**config.mk**
```make
export PLATFORM = sky130hd
export DESIGN_NAME = sl_receiver
export DESIGN_NICKNAME = d
export VERILOG_FILES = /design/src/rtl/sl_pkg.sv /design/src/rtl/sl_input_sync.sv /design/src/rtl/sl_receiver.sv
export SDC_FILE = /design/constraint.sdc
export NUM_CORES = 1
export LEC_CHECK = 0
export CELL_PAD_IN_SITES_DETAIL_PLACEMENT = 0
export CELL_PAD_IN_SITES_GLOBAL_PLACEMENT = 1
export CORE_MARGIN = 10
export CORE_UTILIZATION = 42
export DETAILED_ROUTE_END_ITERATION = 8
export GPL_ROUTABILITY_DRIVEN = 0
export PLACE_DENSITY_LB_ADDON = 0.2
export SKIP_CTS_REPAIR_TIMING = 1
export SYNTH_ARGS = -nofsm -noshare
export SYNTH_HDL_FRONTEND = slang
export SYNTH_SLANG_ARGS = --single-unit
```
**constraint.sdc**
```tcl
create_clock -name clk -period 2.6 [get_ports clk]
set_input_delay 0.39 -clock clk [delete_from_list [all_inputs] [get_ports clk]]
set_output_delay 0.39 -clock clk [all_outputs]
set_load 0.03 [all_outputs]
```
**src/rtl/sl_pkg.sv**
```systemverilog
// sl_pkg: types and constants shared by the SL link transmitter and receiver.
//   sl_mode_t     - word-length selector (8/16/32 data bits; 2'b11 behaves as 32)
//   sl_rx_state_t - receiver FSM states
//   mode_bits()   - number of data bits for a mode value
//   LINE_IDLE / LINE_STOP - line-pair values for {sl0, sl1}
package sl_pkg;

  typedef enum logic [1:0] {
    MODE8  = 2'b00,
    MODE16 = 2'b01,
    MODE32 = 2'b10
  } sl_mode_t;

  typedef enum logic [2:0] {
    IDLE,
    SYMBOL,
    GAP,
    STOP,
    FLUSH,
    STOP_FLUSH
  } sl_rx_state_t;

  localparam logic [1:0] LINE_IDLE = 2'b11;
  localparam logic [1:0] LINE_STOP = 2'b00;

  // Symbol counter saturates here so an over-long word can never wrap back to a legal count.
  localparam logic [5:0] BIT_CNT_MAX = 6'd34;

  function automatic logic [5:0] mode_bits(input logic [1:0] mode);
    logic [5:0] bits;
    case (mode)
      MODE8:   bits = 6'd8;
      MODE16:  bits = 6'd16;
      default: bits = 6'd32;
    endcase
    return bits;
  endfunction

endpackage

```
**src/rtl/sl_input_sync.sv**
```systemverilog
// sl_input_sync: multi-stage synchroniser for the two asynchronous SL lines.
//   clk     - sampling clock
//   reset   - asynchronous active-high reset; all stages reset to the idle pair 2'b11
//   line_i  - raw {sl0, sl1}
//   line_o  - synchronised {sl0, sl1}, SYNC_STAGES cycles behind line_i
module sl_input_sync #(
  parameter int unsigned SYNC_STAGES = 2
) (
  input  logic       clk,
  input  logic       reset,
  input  logic [1:0] line_i,
  output logic [1:0] line_o
);

  logic [2*SYNC_STAGES-1:0] chain_q;

  // Resetting to idle keeps the receiver from seeing a phantom stop symbol after reset.
  always_ff @(posedge clk or posedge reset) begin
    if (reset) begin
      chain_q <= '1;
    end else begin
      chain_q <= {chain_q[2*SYNC_STAGES-3:0], line_i};
    end
  end

  assign line_o = chain_q[2*SYNC_STAGES-1 -: 2];

endmodule

```
**src/rtl/sl_receiver.sv**
```systemverilog
// sl_receiver: receive side of the two-wire SL serial link.
//   clk, reset  - clock and asynchronous active-high reset
//   enable      - 0 holds the FSM idle and drops any partial word
//   mode        - word length 00=8, 01=16, 1x=32 bits; latched at the first symbol
//   sl0, sl1    - asynchronous link lines (low sl0 = bit 0, low sl1 = bit 1, both low = stop)
//   data        - last good word, zero-extended, held until the next good word
//   valid       - one-cycle strobe when data updates
//   parity_err  - one-cycle strobe, word rejected on odd-parity failure
//   frame_err   - one-cycle strobe, wrong symbol count or both lines low mid-symbol
//   timeout_err - one-cycle strobe, symbol or gap lasted too long
//   busy        - FSM not idle
module sl_receiver
  import sl_pkg::*;
#(
  parameter int unsigned SYNC_STAGES    = 2,
  parameter int unsigned TIMEOUT_CYCLES = 255,
  parameter int unsigned CNT_WIDTH      = 8
) (
  input  logic        clk,
  input  logic        reset,
  input  logic        enable,
  input  logic [1:0]  mode,
  input  logic        sl0,
  input  logic        sl1,
  output logic [31:0] data,
  output logic        valid,
  output logic        parity_err,
  output logic        frame_err,
  output logic        timeout_err,
  output logic        busy
);

  localparam logic [CNT_WIDTH-1:0] TmoLimit = CNT_WIDTH'(TIMEOUT_CYCLES);

  logic [1:0] line;
  logic       is_sym;
  logic       rx_bit;
  logic [5:0] n_bits;

  sl_rx_state_t state_q, state_d;
  logic [1:0]           mode_q, mode_d;
  logic [32:0]          shreg_q, shreg_d;
  logic [5:0]           bit_cnt_q, bit_cnt_d;
  logic [CNT_WIDTH-1:0] tmo_q, tmo_d;
  logic [31:0]          data_q, data_d;
  logic                 valid_q, valid_d;
  logic                 par_q, par_d;
  logic                 frame_q, frame_d;
  logic                 tout_q, tout_d;

  sl_input_sync #(
    .SYNC_STAGES(SYNC_STAGES)
  ) u_sync (
    .clk   (clk),
    .reset (reset),
    .line_i({sl0, sl1}),
    .line_o(line)
  );

  // Exactly one line low is a data symbol; the bit value is whichever line stayed high on sl0.
  assign is_sym = line[1] ^ line[0];
  assign rx_bit = line[1];
  assign n_bits = mode_bits(mode_q);

  always_comb begin
    state_d   = state_q;
    mode_d    = mode_q;
    shreg_d   = shreg_q;
    bit_cnt_d = bit_cnt_q;
    data_d    = data_q;
    valid_d   = 1'b0;
    par_d     = 1'b0;
    frame_d   = 1'b0;
    tout_d    = 1'b0;

    case (state_q)
      IDLE: begin
        if (is_sym) begin
          mode_d    = mode;
          shreg_d   = {32'd0, rx_bit};
          bit_cnt_d = 6'd1;
          state_d   = SYMBOL;
        end else if (line == LINE_STOP) begin
          state_d = STOP_FLUSH;
        end
      end
      SYMBOL: begin
        if (line == LINE_IDLE) begin
          state_d = GAP;
        end else if (line == LINE_STOP) begin
          frame_d = 1'b1;
          state_d = FLUSH;
        end else if (tmo_q == TmoLimit) begin
          tout_d  = 1'b1;
          state_d = FLUSH;
        end
      end
      GAP: begin
        if (is_sym) begin
          // Only the first N+1 symbols are kept; extras just bump the count.
          if (bit_cnt_q < n_bits + 6'd1) begin
            shreg_d = {shreg_q[31:0], rx_bit};
          end
          if (bit_cnt_q != BIT_CNT_MAX) begin
            bit_cnt_d = bit_cnt_q + 6'd1;
          end
          state_d = SYMBOL;
        end else if (line == LINE_STOP) begin
          state_d = STOP;
        end else if (tmo_q == TmoLimit) begin
          tout_d  = 1'b1;
          state_d = FLUSH;
        end
      end
      STOP: begin
        if (line == LINE_IDLE) begin
          state_d = IDLE;
          if (bit_cnt_q != n_bits + 6'd1) begin
            frame_d = 1'b1;
          end else if (^shreg_q == 1'b0) begin
            par_d = 1'b1;
          end else begin
            // Upper bits were cleared at word start, so this is already zero-extended.
            data_d  = shreg_q[32:1];
            valid_d = 1'b1;
          end
        end
      end
      FLUSH, STOP_FLUSH: begin
        if (line == LINE_IDLE) begin
          state_d = IDLE;
        end
      end
      default: state_d = IDLE;
    endcase

    if (!enable) begin
      state_d = IDLE;
      data_d  = data_q;
      valid_d = 1'b0;
      par_d   = 1'b0;
      frame_d = 1'b0;
      tout_d  = 1'b0;
    end

    if (state_d != state_q) begin
      tmo_d = '0;
    end else if (state_q == SYMBOL || state_q == GAP) begin
      tmo_d = tmo_q + 1'b1;
    end else begin
      tmo_d = '0;
    end
  end

  always_ff @(posedge clk or posedge reset) begin
    if (reset) begin
      state_q   <= IDLE;
      mode_q    <= 2'b00;
      shreg_q   <= '0;
      bit_cnt_q <= '0;
      tmo_q     <= '0;
      data_q    <= '0;
      valid_q   <= 1'b0;
      par_q     <= 1'b0;
      frame_q   <= 1'b0;
      tout_q    <= 1'b0;
    end else begin
      state_q   <= state_d;
      mode_q    <= mode_d;
      shreg_q   <= shreg_d;
      bit_cnt_q <= bit_cnt_d;
      tmo_q     <= tmo_d;
      data_q    <= data_d;
      valid_q   <= valid_d;
      par_q     <= par_d;
      frame_q   <= frame_d;
      tout_q    <= tout_d;
    end
  end

  assign data        = data_q;
  assign valid       = valid_q;
  assign parity_err  = par_q;
  assign frame_err   = frame_q;
  assign timeout_err = tout_q;
  assign busy        = (state_q != IDLE);

endmodule

```
==> results.yml <==
sta:
  finalHoldViolations: 0
  layout_min_cycle_time_ns: 2.53
  final.setup.tns_ns: 0
  slew_headroom_pct: 63.0
  slew_viol_final: 0
  fin_worst_skew_ns: 0.0118
  setup_ws_ns: 0.0740
  period_share_pct: 97.2
  worst_pin_slew_ns: 0.550
  finalHoldWorstSlack_ns: 0.362
  setup_viol: 0
  max_freq_ghz: 0.396
global_routing:
  grt_overflow_total: 0
  antenna_found_initial: 0
  grt_usage_pct: 11.1
  grt_pass1_vias: 2671
  grt_max_degree: 93
  grt_pass1_wl_um: 13300
logic_synthesis:
  synth_warnings: 0
  synth_top_area_share_pct: 51.9
  synth_area_per_cell_sq_um: 13.0
  synth.distinct_cells: 43
  synth_nets: 345
  synth_area_sq_um: 4240
  yosys.area.top_type: "dfrtp_1"
  synth_seq_cells: 92
  yosysSeqAreaShare_pct: 54.4
  syn_inst: 327
  synth.area.top_cells: "dfrtp_1, mux2_4, a22o_1"
power:
  power_per_cell_area_nw_per_um2: 520
  clkPwrFrac_pct: 32.0
  peakVddDrop_v: 0.000352
  power_frac_comb_pct: 13.3
  p_leak_nw: 2.43
  p_sw_mw: 0.728
  p_int_mw: 1.97
  power_frac_seq_pct: 54.7
  swShare_pct: 27.0
setup_path:
  r2r_slack_ns: 0.07
  cp_common_cell: "xnor2_1"
  max_stage_delay_ns: 0.49
  critPathCaptureType: "flip-flop"
  crit_required_ns: 2.85
  worstPathCellList: "xnor2_1 > xnor2_1 > xnor2_1 > xnor3_1 > mux2_4 > clkbuf_16 > mux2_4"
  worstPathMaxFanout: 6
  cp-start-kind: "flip-flop"
  crit_path_top_delay_cell: "xnor3_1"
  crit_type: "flip-flop to flip-flop"
  arrival_ns: 2.77
cells_and_area:
  final_cell_area_sq_um: 5190
  drive_gt1_share_pct: 20.5
  area_delta_synth_final_pct: 22.4
  fillers: 926
  final_nets: 399
  n_antenna_cell: 0
detailed_routing:
  totalWireLength_um: 7920
  routed-via-count: 2617
  drtPass1Iterations: 4
  wire_per_inst_um: 15.3
  ant_nets: 0
  viasPerCell: 5.04
  remaining_drc_errors: 0
  dr.first_iter.drc_count: 112
clock_tree:
  cts_root_buf: "clkbuf_8"
  cts_buffers: 9
  cts_buffer_depth: 2
  cts_tree: "yes"
  insertion_delay_ns: 0.35
  clkTransAtPathRegs_ns: 0.10
  clock-sinks: 92
  htreeDepth: 3
floorplan:
  start_util_pct: 43.2
  rows: 36
  io_pins: 44
  die_h_um: 120
  core_sq_um: 9820
  die_w_um: 120
  die-area_sq_um: 14500
placement:
  portBuffers: 43
  placedInstanceArea_sq_um: 4900
  hpwl_um: 5250
  pre_cts_slack_ns: -0.0457
hold_path:
  hold_path_class: "flip-flop to flip-flop"
flow_run:
  maxCapViolations: 0
run_status:
  status: "finished clean"
## final timing paths
| check | cells after the start | from | endpoint |
|---|---|---|---|
| worst max register to register | 7 | shreg_q[16]$_DFFE_PP0P_ | data[10]$_DFFE_PP0P_ |
| min in group asynchronous | 3 | reset | data[5]$_DFFE_PP0P_ |
| worst min register to register | 0 | u_sync.chain_q[0]$_DFF_PP1_ | u_sync.chain_q[2]$_DFF_PP1_ |
| worst max-delay path | 7 | shreg_q[16]$_DFFE_PP0P_ | data[10]$_DFFE_PP0P_ |
| max in group asynchronous | 3 | reset | u_sync.chain_q[1]$_DFF_PP1_ |
| worst min-delay path | 0 | u_sync.chain_q[0]$_DFF_PP1_ | u_sync.chain_q[2]$_DFF_PP1_ |
## area by class of cell
type,instances,area [sq um],area share [%]
well taps,133,166,3.21
inverters,8,33.8,0.651
repair buffers,58,649,12.5
multi-input cells,212,1860,35.8
flip-flops and latches,92,2310,44.5
clock buffers,10,128,2.46
clock inverters,6,47.5,0.916
## registers in the layout (all words and copies together), names as in the netlist, 2 cells and up
| name | cells |
|---|---|
| state_q | 3 |
| bit_cnt_q | 6 |
| tmo_q | 8 |
| data | 32 |
| shreg_q | 33 |
| mode_q | 2 |
| u_sync.chain_q | 4 |
## cell usage in the layout (no fill, tap or decap), types with 6 or more instances in the layout
cell,synthesis,layout
nor2_1,15,15
a22o_1,32,32
xor2_1,8,8
clkdlybuf4s50_1,0,43
buf_4,0,7
dfrtp_1,88,88
inv_1,7,6
clkbuf_8,0,9
mux2_4,31,31
xnor2_1,29,29
ha_1,11,10
nand2_1,20,20
nand3_1,7,7
## logic make-up after synthesis
group	synth area share, %
adders and majority gates	3.25
and+or+nand+nor	8.88
xor gates and xnor gates	9.09
buffers and inverters	2.57
muxes	12.0
AOI/OAI and AO/OA	9.77
DFF	54.4
## critical path: cells and delay by family, from the launching register on
kind / cells / cell delay (ns)
buffers and inverters: 1 / 0.19
DFF: 1 / 0.44
xor gates and xnor gates: 4 / 1.08
muxes: 2 / 0.71
## layer usage
metal | vias to the layer above | global-route usage (%) | part of all wire, %
li1 | 1265 | - | -
met1 | 1294 | 15.1 | 48
met2 | 50 | 16.6 | 46
met3 | 8 | 3.40 | 5.2
met4 | 0 | 3.17 | 1.1
met5 | - | 0 | 0
## power by group through the flow
stage                     Sequential (mW)  Combinational, mW  Clock [mW]
after CTS                            1.48              0.348       0.895
after global placement               1.51              0.343           0
after detailed placement             1.51              0.346           0
final                                1.48              0.359       0.863
after global routing                 1.48              0.400       0.968
after floorplan                      1.50              0.242           0
## cells in the mapped netlist (all sizes together)
cell type / instances
inv: 7
a32o: 1
a21o: 2
nor3b: 1
a22o: 32
nand4: 3
a221oi: 1
o31a: 1
xnor3: 2
xnor2: 30
clkinv: 1
or3b: 2
nor2b: 3
nor3: 6
nand2b: 3
or2: 2
o22ai: 1
a21oi: 5
ha: 11
o21ai: 4
nor4: 1
buf: 4
xor2: 8
and3: 2
nand3b: 2
dfrtp: 88
or3: 1
o31ai: 3
and2: 3
clkbuf: 11
o32ai: 2
nor4bb: 1
and3b: 1
nand2: 20
nor2: 15
nand3: 7
dfstp: 4
nand4b: 1
mux2: 35
## per-stage QoR
| stage | util (%) | instances | power [mW] |
|---|---|---|---|
| final | 52.8 | 519 | 2.70 |
| after global routing | 52.8 | 519 | 2.85 |
| after CTS | 51.7 | 515 | 2.72 |
| after detailed placement | 49.9 | 499 | 1.85 |
| after global placement | 49.9 | 499 | 1.85 |
| after floorplan | - | 327 | 1.75 |
No activity file was read; power rests on OpenSTA's default activity.
